[config.mk]
export PLATFORM = sky130hd
export DESIGN_NAME = uart_tx_arbiter
export DESIGN_NICKNAME = d
export VERILOG_FILES = /design/src/rtl/uart_tx_arbiter.sv
export SDC_FILE = /design/constraint.sdc
export NUM_CORES = 1
export LEC_CHECK = 0
export BUFFER_PORTS_ARGS = -buffer_cell sky130_fd_sc_hd__buf_2
export CAP_MARGIN = 20
export CORE_MARGIN = 5
export CORE_UTILIZATION = 37
export CTS_CLUSTER_DIAMETER = 60
export DETAILED_ROUTE_END_ITERATION = 8
export PLACE_DENSITY = 0.65
export SKIP_LAST_GASP = 1
export SLEW_MARGIN = 15
export SYNTH_ARGS = -nofsm -noshare
export SYNTH_HDL_FRONTEND = slang
export SYNTH_SLANG_ARGS = --single-unit
[constraint.sdc]
create_clock -name i_clk25MHz -period 2.01 [get_ports i_clk25MHz]
set_input_delay 0.1005 -clock i_clk25MHz [delete_from_list [all_inputs] [get_ports i_clk25MHz]]
set_output_delay 0.1005 -clock i_clk25MHz [all_outputs]
set_load 0.05 [all_outputs]
[src/rtl/uart_tx_arbiter.sv]
// Round-robin arbiter sharing one uart_tx byte transmitter among N_REQ producers,
// with per-grant bursts of up to MAX_BURST bytes and an optional header byte per burst.
`timescale 1ns/1ps
module uart_tx_arbiter #(
  parameter int N_REQ     = 4,
  parameter int MAX_BURST = 4,
  parameter bit TAG_EN    = 1'b1
) (
  input  logic                 i_clk25MHz,
  input  logic                 i_reset,
  input  logic [N_REQ-1:0]     i_req_valid,
  input  logic [8*N_REQ-1:0]   i_req_data,
  output logic [N_REQ-1:0]     o_req_ack,
  output logic [7:0]           o_tx_data,
  output logic                 o_tx_valid,
  input  logic                 i_tx_ready,
  output logic [1:0]           o_grant_id,
  output logic                 o_busy
);

  // Handshakes: a requester holds valid with stable data until it sees its
  // one-cycle ack; toward uart_tx, o_tx_valid pulses for one cycle only while
  // i_tx_ready=1, and ready falling then rising marks the byte as fully sent.
  typedef enum logic [2:0] {ARB, HDR, ISSUE, WAIT_LO, WAIT_HI} state_t;

  state_t     state;
  logic [1:0] ptr;
  logic [3:0] burst_cnt;
  logic [7:0] hold;
  logic       is_hdr;

  logic       win_found;
  logic [1:0] win_id;
  logic [2:0] cand;
  logic [1:0] next_ptr;
  logic [7:0] win_byte;
  logic [7:0] cur_byte;

  // Scan downward so the requester closest to ptr is the last one written.
  always_comb begin
    win_found = 1'b0;
    win_id    = 2'd0;
    cand      = 3'd0;
    for (int i = N_REQ - 1; i >= 0; i--) begin
      cand = 3'(ptr) + 3'(i);
      if (cand >= 3'(N_REQ)) cand = cand - 3'(N_REQ);
      if (i_req_valid[cand[1:0]]) begin
        win_found = 1'b1;
        win_id    = cand[1:0];
      end
    end
  end

  assign next_ptr = (win_id == 2'(N_REQ - 1)) ? 2'd0 : win_id + 2'd1;
  assign win_byte = i_req_data[{win_id, 3'b000} +: 8];
  assign cur_byte = i_req_data[{o_grant_id, 3'b000} +: 8];

  always_ff @(posedge i_clk25MHz or posedge i_reset) begin
    if (i_reset) begin
      state      <= ARB;
      ptr        <= 2'd0;
      burst_cnt  <= 4'd0;
      hold       <= 8'd0;
      is_hdr     <= 1'b0;
      o_req_ack  <= '0;
      o_tx_data  <= 8'd0;
      o_tx_valid <= 1'b0;
      o_grant_id <= 2'd0;
      o_busy     <= 1'b0;
    end else begin
      o_req_ack  <= '0;
      o_tx_valid <= 1'b0;
      case (state)
        ARB: begin
          if (win_found) begin
            hold       <= win_byte;
            o_req_ack  <= N_REQ'(1) << win_id;
            o_grant_id <= win_id;
            ptr        <= next_ptr;
            burst_cnt  <= 4'd1;
            o_busy     <= 1'b1;
            if (TAG_EN) begin
              is_hdr <= 1'b1;
              state  <= HDR;
            end else begin
              is_hdr <= 1'b0;
              state  <= ISSUE;
            end
          end
        end
        HDR: state <= ISSUE;
        ISSUE: begin
          if (i_tx_ready) begin
            o_tx_valid <= 1'b1;
            o_tx_data  <= is_hdr ? (8'hA0 | {6'b0, o_grant_id}) : hold;
            state      <= WAIT_LO;
          end
        end
        WAIT_LO: begin
          if (!i_tx_ready) state <= WAIT_HI;
        end
        WAIT_HI: begin
          if (i_tx_ready) begin
            if (is_hdr) begin
              // The held data byte goes out right after its header.
              is_hdr <= 1'b0;
              state  <= ISSUE;
            end else if (i_req_valid[o_grant_id] && burst_cnt < 4'(MAX_BURST)) begin
              hold      <= cur_byte;
              o_req_ack <= N_REQ'(1) << o_grant_id;
              burst_cnt <= (burst_cnt == 4'hF) ? burst_cnt : burst_cnt + 4'd1;
              state     <= ISSUE;
            end else begin
              o_busy <= 1'b0;
              state  <= ARB;
            end
          end
        end
        default: state <= ARB;
      endcase
    end
  end

endmodule
==> impl_metrics.tcl, run 1 <==
set metrics [dict create \
    yosys_warnings 0 \
    port-buffer-count 54 \
    cts_buffer_depth 2 \
    postSynthCellCount 186 \
    grt_pass1_wl_um 6960 \
    antenna_found_initial 0 \
    stdcell_count 324 \
    p_total_mw 3.66 \
    syn_area_per_cell_um2 9.95 \
    rows 25 \
    finalHoldViolCount 0 \
    most-common-layout-cells "54 x buf_2, 33 x dfrtp_1, 24 x nor2_1" \
    synth_edf_count 0 \
    coreArea_um2 4790 \
    max_freq_mhz 508 \
    worst_pin_slew_ps 498 \
    slew_violations 0 \
    place.detailed.instances 315 \
    yosys_register_bits 34 \
    grt_use_total_pct 13.8 \
    ant_nets 0 \
    fin_skew_ps 6.99 \
    synth.distinct_cells 39 \
    cts.sinks 34 \
    path_clk_slew_ps 70 \
    drive_above_1_share_pct 35.4 \
    slew_headroom_pct 66.3 \
    synth_top_area_share_pct 46.0 \
    first_global_vias 1546 \
    seq_area_frac_synth_pct 46.0 \
    yosys.area_share.simple_pct 17.9 \
    die_width_um 80.7 \
    required_ps 2170 \
    drc 0 \
    setup_viol 0 \
    yosys.area.top_type "dfrtp_1" \
    cts_tree "done" \
    peakVddDrop_uv 506 \
    grt_start_max_net_pins 35 \
    synthAdderAreaFrac_pct 3.38 \
    hpwlAfterDp_um 3250 \
    cts_post_setup_buffers_inserted 0 \
    n_antenna_cell 0 \
    fin_nets 300 \
    fin_area_um2 2420 \
    period_share_pct 97.9 \
    critPathMaxFanout 16 \
    via_per_inst 4.85 \
    period_minus_slack_ps 1970 \
    worstPathArrival_ps 2130 \
    holdWs_ps 41.7 \
    powerDensity_nw_per_um2 1510 \
    synth_xor_area_share_pct 0.473 \
    crit_path_end_kind "register" \
    hold_path_class "in2reg" \
    startpoint_type "register" \
    synth_top_family_by_area "simple AND/OR/NAND/NOR gates" \
    drt-wirelength-per-cell_um 13.0 \
    final_common_cell "buf_2" \
    async_flop_share_pct 100 \
    area_growth_pct 31.0 \
    synth_mux_area_share_pct 11.5 \
    synth-compound-area-share_pct 15.6 \
    drt_iter0_markers 105 \
    start_util_pct 38.7 \
    ys.flop_type "dfrtp_1" \
    place_area_um2 2300 \
    status "finished clean" \
    grt-ovfl-total 0 \
    ff2ff_setup_slack_ps 40 \
    setup_tns_ps 0 \
    syn_area_um2 1850 \
    syn_nets 230 \
    design.die.area_um2 6520 \
    synth_area_leaders "dfrtp_1 46%, mux2i_1 10%, nor2_1 4.9%, ha_1 3.4%, a21oi_1 3.2%" \
    crit_type "reg2reg" \
    cts_root_buf "clkbuf_8" \
    clk-insertion-delay-late_ps 280 \
    wl_um 4220 \
    vias 1571 \
    gp_congestion 0.848 \
    firstDrtPassIters 4 \
    p_leak_nw 1.21 \
    cts_buffers 5 \
    die_h_um 80.7 \
    io_pins 55 \
    cap_violations 0 \
    htree_levels 2 \
]
[critical path, stage by stage, from the launching register on]
cell	delay, ps
dfrtp_1	440
and3b_1	240
or2_4	240
o31ai_4	210
buf_12	200
mux2i_1	270
and3_4	210
a211oi_2	40
[power by group]
part	switching [mW]	internal, mW	total, mW
clock network	0.234	0.364	0.598
logic	1.18	0.748	1.92
registers	0.185	0.957	1.14
[kinds of logic (layout without fill, tap and decap cells)]
logic type,Yosys count,count (layout)
flip-flops,34,34
adder cells (fa/ha/maj),5,5
XOR/XNOR,1,1
AND/OR/NAND/NOR,66,66
buffers and inverters,20,91
multiplexers,20,20
AO/OA/AOI/OAI,40,40
[cell type report]
cell class / count / area (um^2)
clock buffer: 5 / 68.8
clock inverter: 3 / 40.0
fill: 451 / 2360
inverter: 11 / 41.3
multi-input combinational: 132 / 917
sequential: 34 / 852
tap: 67 / 83.8
timing repair buffer: 72 / 420
[synth_stat cells (all sizes together) (5+ instances only)]
| library cell | instances |
|---|---|
| a211oi | 8 |
| a21oi | 12 |
| and3 | 8 |
| clkbuf | 5 |
| dfrtp | 34 |
| ha | 5 |
| inv | 11 |
| mux2i | 19 |
| nand2 | 16 |
| nor2 | 24 |
| nor3 | 6 |
| o21ai | 7 |
[worst paths after layout]
kind / from / cells past startpoint / to
worst min register to register: burst_cnt[3] / 2 / burst_cnt[3]
worst max register to register: ptr[1] / 7 / hold[0]
worst max-delay path: ptr[1] / 7 / hold[0]
min in group asynchronous: i_reset / 4 / o_tx_data[1]
worst min-delay path: i_tx_ready / 2 / state[2]
max in group asynchronous: i_reset / 4 / o_grant_id[1]
[registers in the layout (all words and copies together) (netlist names)]
register,count
o_grant_id,2
o_tx_valid,1
o_req_ack,4
state,3
o_tx_data,8
hold,8
is_hdr,1
ptr,2
burst_cnt,4
o_busy,1
[per-stage QoR]
stage                     setup slack (ps)  util, %
after floorplan                      -7.94        -
after global placement                94.0     48.1
after detailed placement              83.8     48.1
after CTS                             81.7     50.5
after global routing                 -11.2     50.6
final                                 42.7     50.6
[layer usage]
layer	wire [um]	part of all wire [%]	track usage, %
met5	0	0	0
met4	35	0.83	5.24
met3	218	5.2	3.92
met2	2010	48	21.9
met1	1960	46	17.9
[timing repair]
| action | CTS | global route |
|---|---|---|
| hold buffers | 1 | 0 |
| gates resized for setup | 0 | 1 |
| endpoints found under the setup margin | 0 | 2 |
| endpoints found under the hold margin | 34 | 0 |
(Power assumes the default switching activity.)
==> inputs of run 2 (changes only) <==
--- a/config.mk
+++ b/config.mk
@@ -11,6 +11,7 @@
 export CORE_UTILIZATION = 37
 export CTS_CLUSTER_DIAMETER = 60
 export DETAILED_ROUTE_END_ITERATION = 8
+export GPL_TIMING_DRIVEN = 0
 export PLACE_DENSITY = 0.65
 export SKIP_LAST_GASP = 1
 export SLEW_MARGIN = 15
==> run 2 against run 1 <==
Effect of this change: core utilization grew 1.7 points; die area is the same; flip-flop and latch count is the same; final cell count grew 0.31%; worst setup slack worse by 41 ps; combinational power is 8% higher; clock power is 3% higher; sequential share of layout area shrank 0.97 points; sequential power rose by 4%; global-route usage increased by 1.2 points; routed wire length rose by 6.2%; critical endpoint unchanged; highest routed layer unchanged.
==> impl_metrics.tcl, run 2 (synthesis gave the netlist of run 1 again) <==
set metrics [dict create \
    hold_path_depth 2 \
    worstPathArrival_ps 2170 \
    period_minus_slack_ps 2010 \
    gp_congestion 0.787 \
    cts_tree "done" \
    hold_path_class "in2reg" \
    startpoint_type "register" \
    setup_viol 0 \
    period_share_pct 99.9 \
    crit_family "simple AND/OR/NAND/NOR gates" \
    max_stage_delay_ps 440 \
    num-fill-cells 457 \
    ant_nets 0 \
    n_antenna_cell 0 \
    reg2reg_to "hold[0]" \
    crit_path_end_kind "register" \
    antenna_found_initial 0 \
    drt-wirelength-per-cell_um 13.8 \
    firstDrtPassIters 5 \
    p_total_mw 3.87 \
    drive_above_1_share_pct 40.3 \
    cts_root_buf "clkbuf_8" \
    post-place-ws_ps -276 \
    grt_pass1_wl_um 7410 \
    peakVddDrop_uv 565 \
    cts_buffer_depth 2 \
    coreArea_um2 4790 \
    max_freq_mhz 498 \
    io_pins 55 \
    finalHoldViolCount 0 \
    ff2ff_setup_slack_ps 2 \
    largestRegisters "hold x8, o_tx_data x8" \
    place_area_um2 2230 \
    cap_violations 0 \
    p_leak_nw 1.21 \
    cts_buffers 5 \
    cp_slowest_cell "dfrtp_2" \
    fin_area_um2 2500 \
    worst_pin_slew_ps 773 \
    path_clk_slew_ps 70 \
    clk-insertion-delay-late_ps 290 \
    rows 25 \
    design.die.area_um2 6520 \
    die_width_um 80.7 \
    htree_levels 2 \
    crit_type "reg2reg" \
    via_per_inst 4.90 \
    vias 1591 \
    die_h_um 80.7 \
    area_growth_pct 35.3 \
    hpwlAfterDp_um 3180 \
    slew_violations 0 \
    critPathMaxFanout 6 \
    finalWorstSetupSlack_ps 2.02 \
    fin_nets 301 \
    start_util_pct 38.7 \
    cts.sinks 34 \
    holdWs_ps 11.9 \
    status "finished clean" \
    rsz0062_at_grt "yes" \
    fin_skew_ps 5.10 \
    crit_buf_inv 1 \
    cp_cell_sequence "nor3b_4, or2_4, o31ai_4, buf_8, mux2i_1, and3_4, a211oi_2" \
    drc 0 \
    slew_headroom_pct 48.0 \
    final_common_cell "buf_2" \
    ff2ff_path_depth 7 \
    most-common-layout-cells "54 x buf_2, 30 x dfrtp_1, 23 x nor2_1" \
    worst_r2r_startpoint "state[2]" \
    worstHoldEndpoint "state[2]" \
    powerDensity_nw_per_um2 1540 \
    port-buffer-count 54 \
    grt-ovfl-total 0 \
    drt_iter0_markers 70 \
    required_ps 2170 \
    hp-start "i_tx_ready" \
    first_global_vias 1593 \
    grt_start_max_net_pins 35 \
    wl_um 4480 \
    grt_use_total_pct 15.0 \
]
-- run 2: per-layer routing --
layer  track usage [%]  wire length (um)
met5                 0                 0
met4              5.07                64
met3              4.15               258
met2              23.9              2170
met1              19.6              1980
-- run 2: layout make-up --
class	instances	area (um^2)	share of cell area, %
Buffer	6	48.8	1.95
Clock buffer	5	68.8	2.75
Clock inverter	3	40.0	1.60
Inverter	11	41.3	1.65
Multi-Input combinational cell	132	975	38.9
Sequential cell	34	856	34.2
Tap cell	67	83.8	3.35
Timing Repair Buffer	67	390	15.6
-- run 2: how the worst max path moves through the flow --
stage,slack (ps),cells past startpoint,from,end
6_report,2,7,state[2],hold[0]
5_1_grt,-70,8,ptr[1],o_req_ack[0]
4_1_cts,10,7,state[2],hold[0]
3_5_place_dp,-280,8,state[2],hold[0]
3_3_place_gp,-230,8,state[2],hold[0]
2_1_floorplan,-8,8,o_grant_id[1],hold[6]
-- run 2: power by group --
group	internal [mW]	switching [mW]
logic	0.855	1.21
registers	0.961	0.224
clock network	0.365	0.249
-- run 2: through the flow --
stage                     setup TNS (ps)  util, %  std cells
after floorplan                    -52.2        -        186
after global placement              -983     46.5        307
after detailed placement           -1170     46.5        307
after CTS                              0     50.2        320
after global routing                -354     52.3        325
final                                  0     52.3        325
-- run 2: worst register-to-register path, stage by stage (launching register included) --
cell and delay, ps:
dfrtp_2 440, nor3b_4 170, or2_4 260, o31ai_4 380
buf_8 190, mux2i_1 210, and3_4 210, a211oi_2 30
-- run 2: repair_timing --
action / in CTS / in global routing
hold buffers: 1 / 0
endpoints found under the hold margin: 34 / 0
buffers inserted: 6 / 6
endpoints found under the setup margin: 10 / 12
pin swaps: 5 / 10
gates resized for setup: 6 / 15
